===== src/rtl/axi_llc_write_unit_pkg.sv =====
// rtl/axi_llc_write_unit_pkg.sv - LLC write unit geometry, channel types and AXI address helpers
package axi_llc_write_unit_pkg;

  // 512-bit data path, 8 words per line, 32 sets, 8 ways
  localparam int unsigned ADDR_WIDTH          = 32;
  localparam int unsigned ID_WIDTH            = 4;
  localparam int unsigned DATA_WIDTH          = 512;
  localparam int unsigned STRB_WIDTH          = DATA_WIDTH / 8;
  localparam int unsigned BYTE_OFFSET_LENGTH  = 6;
  localparam int unsigned BLOCK_OFFSET_LENGTH = 3;
  localparam int unsigned INDEX_LENGTH        = 5;
  localparam int unsigned INDEX_BASE          = BYTE_OFFSET_LENGTH + BLOCK_OFFSET_LENGTH;
  localparam int unsigned SET_ASSOCIATIVITY   = 8;

  typedef enum logic [1:0] {BURST_FIXED, BURST_INCR, BURST_WRAP} burst_e;
  typedef enum logic [1:0] {RESP_OKAY, RESP_EXOKAY, RESP_SLVERR, RESP_DECERR} resp_e;
  typedef enum logic [1:0] {R_CHAN_UNIT, W_CHAN_UNIT} cache_unit_e;

  typedef struct packed {
    logic [ID_WIDTH-1:0]          a_x_id;
    logic [ADDR_WIDTH-1:0]        a_x_addr;
    logic [7:0]                   a_x_len;
    logic [2:0]                   a_x_size;
    burst_e                       a_x_burst;
    resp_e                        x_resp;
    logic                         x_last;
    logic [SET_ASSOCIATIVITY-1:0] way_ind;
    logic [INDEX_LENGTH-1:0]      index_partition;
  } desc_t;

  typedef struct packed {
    cache_unit_e                   cache_unit;
    logic [SET_ASSOCIATIVITY-1:0]  way_ind;
    logic [INDEX_LENGTH-1:0]       line_addr;
    logic [BLOCK_OFFSET_LENGTH-1:0] blk_offset;
    logic                          we;
    logic [DATA_WIDTH-1:0]         data;
    logic [STRB_WIDTH-1:0]         strb;
  } way_inp_t;

  typedef struct packed {
    logic [INDEX_LENGTH-1:0]      index;
    logic [SET_ASSOCIATIVITY-1:0] way_ind;
  } lock_t;

  typedef struct packed {
    logic [DATA_WIDTH-1:0] data;
    logic [STRB_WIDTH-1:0] strb;
  } w_chan_t;

  typedef struct packed {
    logic [ID_WIDTH-1:0] id;
    resp_e               resp;
  } b_chan_t;

  function automatic logic [ADDR_WIDTH-1:0] num_bytes(input logic [2:0] size);
    return ADDR_WIDTH'(1) << size;
  endfunction

  function automatic logic [ADDR_WIDTH-1:0] aligned_addr(input logic [ADDR_WIDTH-1:0] addr,
                                                        input logic [2:0] size);
    return addr & ~(num_bytes(size) - ADDR_WIDTH'(1));
  endfunction

endpackage


===== src/rtl/axi_llc_write_unit_if.sv =====
// rtl/axi_llc_write_unit_if.sv - descriptor, W/B, data-way and line-unlock channels of the write unit
interface axi_llc_write_unit_if;
  import axi_llc_write_unit_pkg::*;

  desc_t    desc_i;
  logic     desc_valid_i;
  logic     desc_ready_o;
  w_chan_t  w_chan_slv_i;
  logic     w_chan_valid_i;
  logic     w_chan_ready_o;
  b_chan_t  b_chan_slv_o;
  logic     b_chan_valid_o;
  logic     b_chan_ready_i;
  way_inp_t way_inp_o;
  logic     way_inp_valid_o;
  logic     way_inp_ready_i;
  lock_t    w_unlock_o;
  logic     w_unlock_req_o;
  logic     w_unlock_gnt_i;

  // the write unit itself
  modport slave (
    input  desc_i, desc_valid_i, w_chan_slv_i, w_chan_valid_i, b_chan_ready_i,
           way_inp_ready_i, w_unlock_gnt_i,
    output desc_ready_o, w_chan_ready_o, b_chan_slv_o, b_chan_valid_o,
           way_inp_o, way_inp_valid_o, w_unlock_o, w_unlock_req_o
  );

  // the surrounding pipeline, slave port, data ways and bloom filter
  modport master (
    output desc_i, desc_valid_i, w_chan_slv_i, w_chan_valid_i, b_chan_ready_i,
           way_inp_ready_i, w_unlock_gnt_i,
    input  desc_ready_o, w_chan_ready_o, b_chan_slv_o, b_chan_valid_o,
           way_inp_o, way_inp_valid_o, w_unlock_o, w_unlock_req_o
  );
endinterface


===== src/rtl/axi_llc_write_unit.sv =====
// rtl/axi_llc_write_unit.sv - LLC write unit: W beats to data ways, line unlock, B response
module axi_llc_write_unit
  import axi_llc_write_unit_pkg::*;
#(
  parameter bit CACHE_PARTITION = 1'b1
) (
  input  logic                clk_i,
  input  logic                rst_i,
  axi_llc_write_unit_if.slave bus
);

  typedef enum logic [1:0] {IDLE, WRITE, UNLOCK, BRESP} state_e;

  state_e                  state_q, state_d;
  desc_t                   desc_q, desc_d;
  logic                    resp_ok;
  logic                    beat_done;
  logic [INDEX_LENGTH-1:0] line_index;

  // Error descriptors still consume their beats but never touch the data ways.
  assign resp_ok    = (desc_q.x_resp == RESP_OKAY);
  assign line_index = CACHE_PARTITION ? desc_q.index_partition
                                      : desc_q.a_x_addr[INDEX_BASE +: INDEX_LENGTH];
  assign beat_done  = bus.w_chan_valid_i & bus.w_chan_ready_o;

  // Handshake strobes decoded from the registered state.
  always_comb begin
    bus.desc_ready_o    = (state_q == IDLE);
    bus.w_chan_ready_o  = 1'b0;
    bus.way_inp_valid_o = 1'b0;
    if (state_q == WRITE) begin
      bus.w_chan_ready_o  = resp_ok ? bus.way_inp_ready_i : 1'b1;
      bus.way_inp_valid_o = bus.w_chan_valid_i & resp_ok;
    end
    bus.w_unlock_req_o  = (state_q == UNLOCK);
    bus.b_chan_valid_o  = (state_q == BRESP);
  end

  // Payloads come from the descriptor register, so they hold until their handshake.
  always_comb begin
    bus.way_inp_o            = '0;
    bus.way_inp_o.cache_unit = W_CHAN_UNIT;
    bus.way_inp_o.we         = 1'b1;
    bus.way_inp_o.way_ind    = desc_q.way_ind;
    bus.way_inp_o.line_addr  = line_index;
    bus.way_inp_o.blk_offset = desc_q.a_x_addr[BYTE_OFFSET_LENGTH +: BLOCK_OFFSET_LENGTH];
    bus.way_inp_o.data       = bus.w_chan_slv_i.data;
    bus.way_inp_o.strb       = bus.w_chan_slv_i.strb;
    bus.w_unlock_o.index     = line_index;
    bus.w_unlock_o.way_ind   = desc_q.way_ind;
    bus.b_chan_slv_o.id      = desc_q.a_x_id;
    bus.b_chan_slv_o.resp    = desc_q.x_resp;
  end

  // Next state and per-beat descriptor update; the beat count ends the burst, not W.last.
  always_comb begin
    state_d = state_q;
    desc_d  = desc_q;
    case (state_q)
      IDLE: begin
        if (bus.desc_valid_i) begin
          desc_d  = bus.desc_i;
          state_d = WRITE;
        end
      end
      WRITE: begin
        if (beat_done) begin
          if (desc_q.a_x_len != 8'd0) begin
            desc_d.a_x_len = desc_q.a_x_len - 8'd1;
            if (desc_q.a_x_burst != BURST_FIXED) begin
              desc_d.a_x_addr = aligned_addr(desc_q.a_x_addr + num_bytes(desc_q.a_x_size),
                                             desc_q.a_x_size);
            end
          end else begin
            state_d = UNLOCK;
          end
        end
      end
      UNLOCK: begin
        if (bus.w_unlock_gnt_i) begin
          state_d = desc_q.x_last ? BRESP : IDLE;
        end
      end
      BRESP: begin
        if (bus.b_chan_ready_i) begin
          state_d = IDLE;
        end
      end
      default: state_d = IDLE;
    endcase
  end

  // State and descriptor registers; reset drops any burst in flight.
  always_ff @(posedge clk_i) begin
    if (rst_i) begin
      state_q <= IDLE;
      desc_q  <= '0;
    end else begin
      state_q <= state_d;
      desc_q  <= desc_d;
    end
  end

endmodule


===== src/flat_wrapper.sv =====
// flat-port wrapper written by rule: the top's interface ports become plain ports
module axi_llc_write_unit_flat import axi_llc_write_unit_pkg::*;
#(
  parameter bit CACHE_PARTITION = 1'b1
)
  (clk_i, rst_i, bus_desc_i, bus_desc_valid_i, bus_w_chan_slv_i, bus_w_chan_valid_i, bus_b_chan_ready_i, bus_way_inp_ready_i, bus_w_unlock_gnt_i, bus_desc_ready_o, bus_w_chan_ready_o, bus_b_chan_slv_o, bus_b_chan_valid_o, bus_way_inp_o, bus_way_inp_valid_o, bus_w_unlock_o, bus_w_unlock_req_o);
  axi_llc_write_unit_if bus_i ();
  input  logic clk_i;
  input  logic rst_i;
  input wire logic [$bits(bus_i.desc_i)-1:0] bus_desc_i;
  input wire logic [$bits(bus_i.desc_valid_i)-1:0] bus_desc_valid_i;
  input wire logic [$bits(bus_i.w_chan_slv_i)-1:0] bus_w_chan_slv_i;
  input wire logic [$bits(bus_i.w_chan_valid_i)-1:0] bus_w_chan_valid_i;
  input wire logic [$bits(bus_i.b_chan_ready_i)-1:0] bus_b_chan_ready_i;
  input wire logic [$bits(bus_i.way_inp_ready_i)-1:0] bus_way_inp_ready_i;
  input wire logic [$bits(bus_i.w_unlock_gnt_i)-1:0] bus_w_unlock_gnt_i;
  output wire logic [$bits(bus_i.desc_ready_o)-1:0] bus_desc_ready_o;
  output wire logic [$bits(bus_i.w_chan_ready_o)-1:0] bus_w_chan_ready_o;
  output wire logic [$bits(bus_i.b_chan_slv_o)-1:0] bus_b_chan_slv_o;
  output wire logic [$bits(bus_i.b_chan_valid_o)-1:0] bus_b_chan_valid_o;
  output wire logic [$bits(bus_i.way_inp_o)-1:0] bus_way_inp_o;
  output wire logic [$bits(bus_i.way_inp_valid_o)-1:0] bus_way_inp_valid_o;
  output wire logic [$bits(bus_i.w_unlock_o)-1:0] bus_w_unlock_o;
  output wire logic [$bits(bus_i.w_unlock_req_o)-1:0] bus_w_unlock_req_o;
  assign bus_i.desc_i = bus_desc_i;
  assign bus_i.desc_valid_i = bus_desc_valid_i;
  assign bus_i.w_chan_slv_i = bus_w_chan_slv_i;
  assign bus_i.w_chan_valid_i = bus_w_chan_valid_i;
  assign bus_i.b_chan_ready_i = bus_b_chan_ready_i;
  assign bus_i.way_inp_ready_i = bus_way_inp_ready_i;
  assign bus_i.w_unlock_gnt_i = bus_w_unlock_gnt_i;
  assign bus_desc_ready_o = bus_i.desc_ready_o;
  assign bus_w_chan_ready_o = bus_i.w_chan_ready_o;
  assign bus_b_chan_slv_o = bus_i.b_chan_slv_o;
  assign bus_b_chan_valid_o = bus_i.b_chan_valid_o;
  assign bus_way_inp_o = bus_i.way_inp_o;
  assign bus_way_inp_valid_o = bus_i.way_inp_valid_o;
  assign bus_w_unlock_o = bus_i.w_unlock_o;
  assign bus_w_unlock_req_o = bus_i.w_unlock_req_o;
  axi_llc_write_unit #(.CACHE_PARTITION(CACHE_PARTITION)) u_core (.clk_i(clk_i), .rst_i(rst_i), .bus(bus_i));
endmodule

===== config.mk =====
export PLATFORM = sky130hd
export DESIGN_NAME = axi_llc_write_unit_flat
export DESIGN_NICKNAME = d
export VERILOG_FILES = /design/src/rtl/axi_llc_write_unit_pkg.sv /design/src/rtl/axi_llc_write_unit_if.sv /design/src/rtl/axi_llc_write_unit.sv /design/src/flat_wrapper.sv
export SDC_FILE = /design/constraint.sdc
export NUM_CORES = 1
export LEC_CHECK = 0
export BUFFER_PORTS_ARGS = -buffer_cell sky130_fd_sc_hd__buf_2
export CORE_AREA = 2 2 489 491
export DETAILED_ROUTE_END_ITERATION = 7
export DIE_AREA = 0 0 491 493
export HOLD_SLACK_MARGIN = 0.1
export PLACE_DENSITY = 0.3
export SYNTH_ARGS = -nofsm -noshare
export SYNTH_HDL_FRONTEND = slang
export SYNTH_SLANG_ARGS = --single-unit

===== constraint.sdc =====
create_clock -name clk_i -period 2.47 [get_ports clk_i]
set_clock_uncertainty 0.2 [all_clocks]
set_input_delay 0.3705 -clock clk_i [delete_from_list [all_inputs] [get_ports clk_i]]
set_output_delay 0.3705 -clock clk_i [all_outputs]
set_load 0.01 [all_outputs]

==> out/metrics.cfg <==
[worst_setup_path]
crit_type = register to register
max_stage_delay_ns = 0.35
cpMostUsedCell = and3_1
arrival_ns = 2.41
cp-end-kind = register
slowest_stage = dfxtp_1
critical_path_peak_fanout = 12
r2r_setup_slack_ns = 0.12
start_kind = register
crit_path_cell_trace = buf_4, nor3b_2, ha_1, and3_1, and3_1, a221o_1, a41o_1, nor2_1
required_ns = 2.53

[sta]
fin_crit_sh_pct = 95.0
hold_violations = 0
maxSlewHeadroom_pct = 64.1
fin_tns_setup_ns = 0
fin_ws_ns = 0.123
rsz0062_at_grt = false
worst_pin_slew_ns = 0.538
fmax_ghz = 0.426
post-route-min-period_ns = 2.35
drv_slew = 0
finalSetupViolCount = 0

[placed_design]
hpwl_mm = 128
finalWeightedCongestion = 0.770
postPlaceCellArea_sq_mm = 0.00700
place.port_buffers = 88
place_worst_setup_slack_ns = 0.0867

[synth]
netlist.area_leader.share_pct = 65.7
synth.largest_area_cell = buf_4
synth_area_sq_mm = 0.00703
ys_warn_count = 0
synth_top_flop_cell = dfxtp_1
syn_inst = 922
synthArstFlopShare_pct = 0
synth.distinct_cells = 62
ys_ff_latch = 44
synth_edf_count = 0
avgSynthCellArea_sq_um = 7.62
yosysSeqAreaShare_pct = 12.5
synth.area.top_cells = buf_4, dfxtp_1, nand2_1

[pwr]
power_frac_comb_pct = 47.4
p_int_mw = 1.83
seqPwrFrac_pct = 28.4
p_total_mw = 3.40
p_per_area_mw_per_mm2 = 457
swShare_pct = 46.1
switchingPower_mw = 1.57
leakage_nw = 1.64
clock_power_share_pct = 24.2
vdd_ir_drop_max_mv = 0.332

[global_route]
overflow = 0
grt_usage_pct = 10.5
grt_pass1_vias = 4024
antenna_found_initial = 9
grt_max_degree = 45
grt_pass1_wl_mm = 143

[route]
top_layer = met5
vias = 4094
wl_met1_mm = 10.4
drcViolationCount = 0
wl_met2_mm = 57.7
dr_wl_met3_mm = 59.3
wire_per_inst_um = 36.9
drt_iter0_markers = 291
viasPerCell = 1.14
first_pass_iters = 4
ant_nets = 0
wl_mm = 133

[floorplanning]
rows = 179
pin_count = 1267
die_y_um = 493
core_area_sq_mm = 0.237
fp.dieW_um = 491
start_util_pct = 2.97
dieArea_sq_mm = 0.242

[final_layout]
drive_above_1_share_pct = 33.0
fin_area_sq_mm = 0.00743
final_util_pct = 3.13
nNetsFinal = 1092
area_delta_synth_final_pct = 5.68

[min_path]
hp-class = primary input to register

[cts]
path_clk_slew_ns = 0.08
clock_path_buffers = 2
cts_tree = built
root_buffer = clkbuf_16
htreeDepth = 2
cts.sinks = 44
clk_latency_ns = 0.33
cts_buffers = 5

[run_status]
outcome = finished clean

[run]
maxCapViolCount = 0

## layout make-up
type                       count  area (sq um)
antenna                        1          2.50
clock buffer                   6           139
clock inverter                 2          10.0
fill                       28454        230000
inverter                       3          11.3
multi-input combinational    241          1480
sequential                    44           882
tap                         3167          3960
timing repair buffer         141           936
## power groups by stage
stage / clock, mW / sequential [mW] / combinational (mW)
floorplan: 0 / 0.930 / 1.82
detailed placement: 0 / 0.982 / 1.62
CTS: 0.902 / 0.965 / 1.66
global route: 0.882 / 0.987 / 1.77
finish: 0.821 / 0.965 / 1.61
global placement: 0 / 0.979 / 1.62
## synth_stat cells, types with 2 or more instances
cell	n
nor2_1	20
and2_0	2
buf_4	615
a211oi_1	4
a21oi_2	3
a21oi_1	35
o21ai_0	8
o21bai_1	3
nand2_1	68
a21o_1	3
nand3b_1	2
buf_2	3
a211o_1	2
nand3_1	8
and3b_1	2
a311oi_1	5
nand2b_1	4
conb_1	2
and2_1	3
a31oi_1	7
a21bo_2	2
mux2i_1	2
or3_1	2
a21boi_0	3
nand4_1	2
a22oi_1	2
inv_1	3
dfxtp_1	44
nor3b_1	3
ha_1	7
and3_1	3
clkbuf_1	16
nor3_1	5
## per-stage QoR
| step | cells | hold slack, ns |
|---|---|---|
| 5_1_grt | 3605 | 0.122 |
| 3_5_place_dp | 3572 | 0.248 |
| 3_3_place_gp | 3572 | 0.242 |
| 2_1_floorplan | 923 | 0.237 |
| 4_1_cts | 3604 | 0.103 |
| 6_report | 3605 | 0.137 |
## layer usage
metal	track usage (%)	up-vias
met5	0.274	-
met2	16.2	985
met1	2.30	1476
met3	21.9	281
li1	-	1350
met4	4.02	2
## worst paths after layout
check | end | start | cells past startpoint
worst max-delay path | u_core.bus.way_inp_o[579] | u_core.desc_q[20] | 8
worst min-delay path | u_core.desc_q[29] | bus_desc_i[29] | 3
worst max register to register | u_core.bus.way_inp_o[579] | u_core.desc_q[20] | 8
worst min register to register | u_core.bus.b_chan_slv_o[3] | u_core.bus.b_chan_slv_o[3] | 2
## timing repair
action                     CTS  global route
gates resized for setup      0             7
hold endpoints to repair    24             0
setup buffers                0             0
hold buffers                24             0
setup endpoints to repair    0            10
## critical path: cells and delay by family, from the launching register on
family	cells	cell delay (ns)
AND/OR/NAND/NOR	4	0.71
AO/OA/AOI/OAI	2	0.55
flip-flops	1	0.35
adder cells (fa/ha/maj)	1	0.29
buffers and inverters	1	0.18
## cell families after synthesis
| group | Yosys count | share of synthesized area [%] |
|---|---|---|
| buf+inv | 638 | 67.0 |
| flops | 44 | 12.5 |
| other cells | 2 | 0.107 |
| mux | 3 | 0.605 |
| compound gates | 89 | 8.56 |
| fa+ha+maj | 9 | 1.67 |
| simple gates | 135 | 9.29 |
| xor+xnor | 2 | 0.249 |
## flip-flops by register name (all words and copies together), names as in the netlist
name / count
u_core.bus.b_chan_slv_o: 6
u_core.line_index: 5
u_core.bus.way_inp_o: 3
u_core.state_q: 2
u_core.bus.w_unlock_o: 8
u_core.desc_q: 20
## placed cells by master (no fill, tap or decap), types with 3 or more instances in the layout
cell and instances:
o21ai_0 8, nor2_1 20, a31oi_1 5, nor3_1 5, and2_1 3, buf_12 3, buf_2 88, buf_4 26
a21boi_0 3, ha_1 7, nand3_1 8, dfxtp_1 43, and3_1 3, nand2b_1 4, a21oi_1 35, inv_1 3
a311oi_1 5, dlygate4sd3_1 24, clkbuf_16 5, a211oi_1 4, o21bai_1 3, conb_1 3, nand2_1 67, a21oi_2 3
No activity file was read; power rests on OpenSTA's default activity.
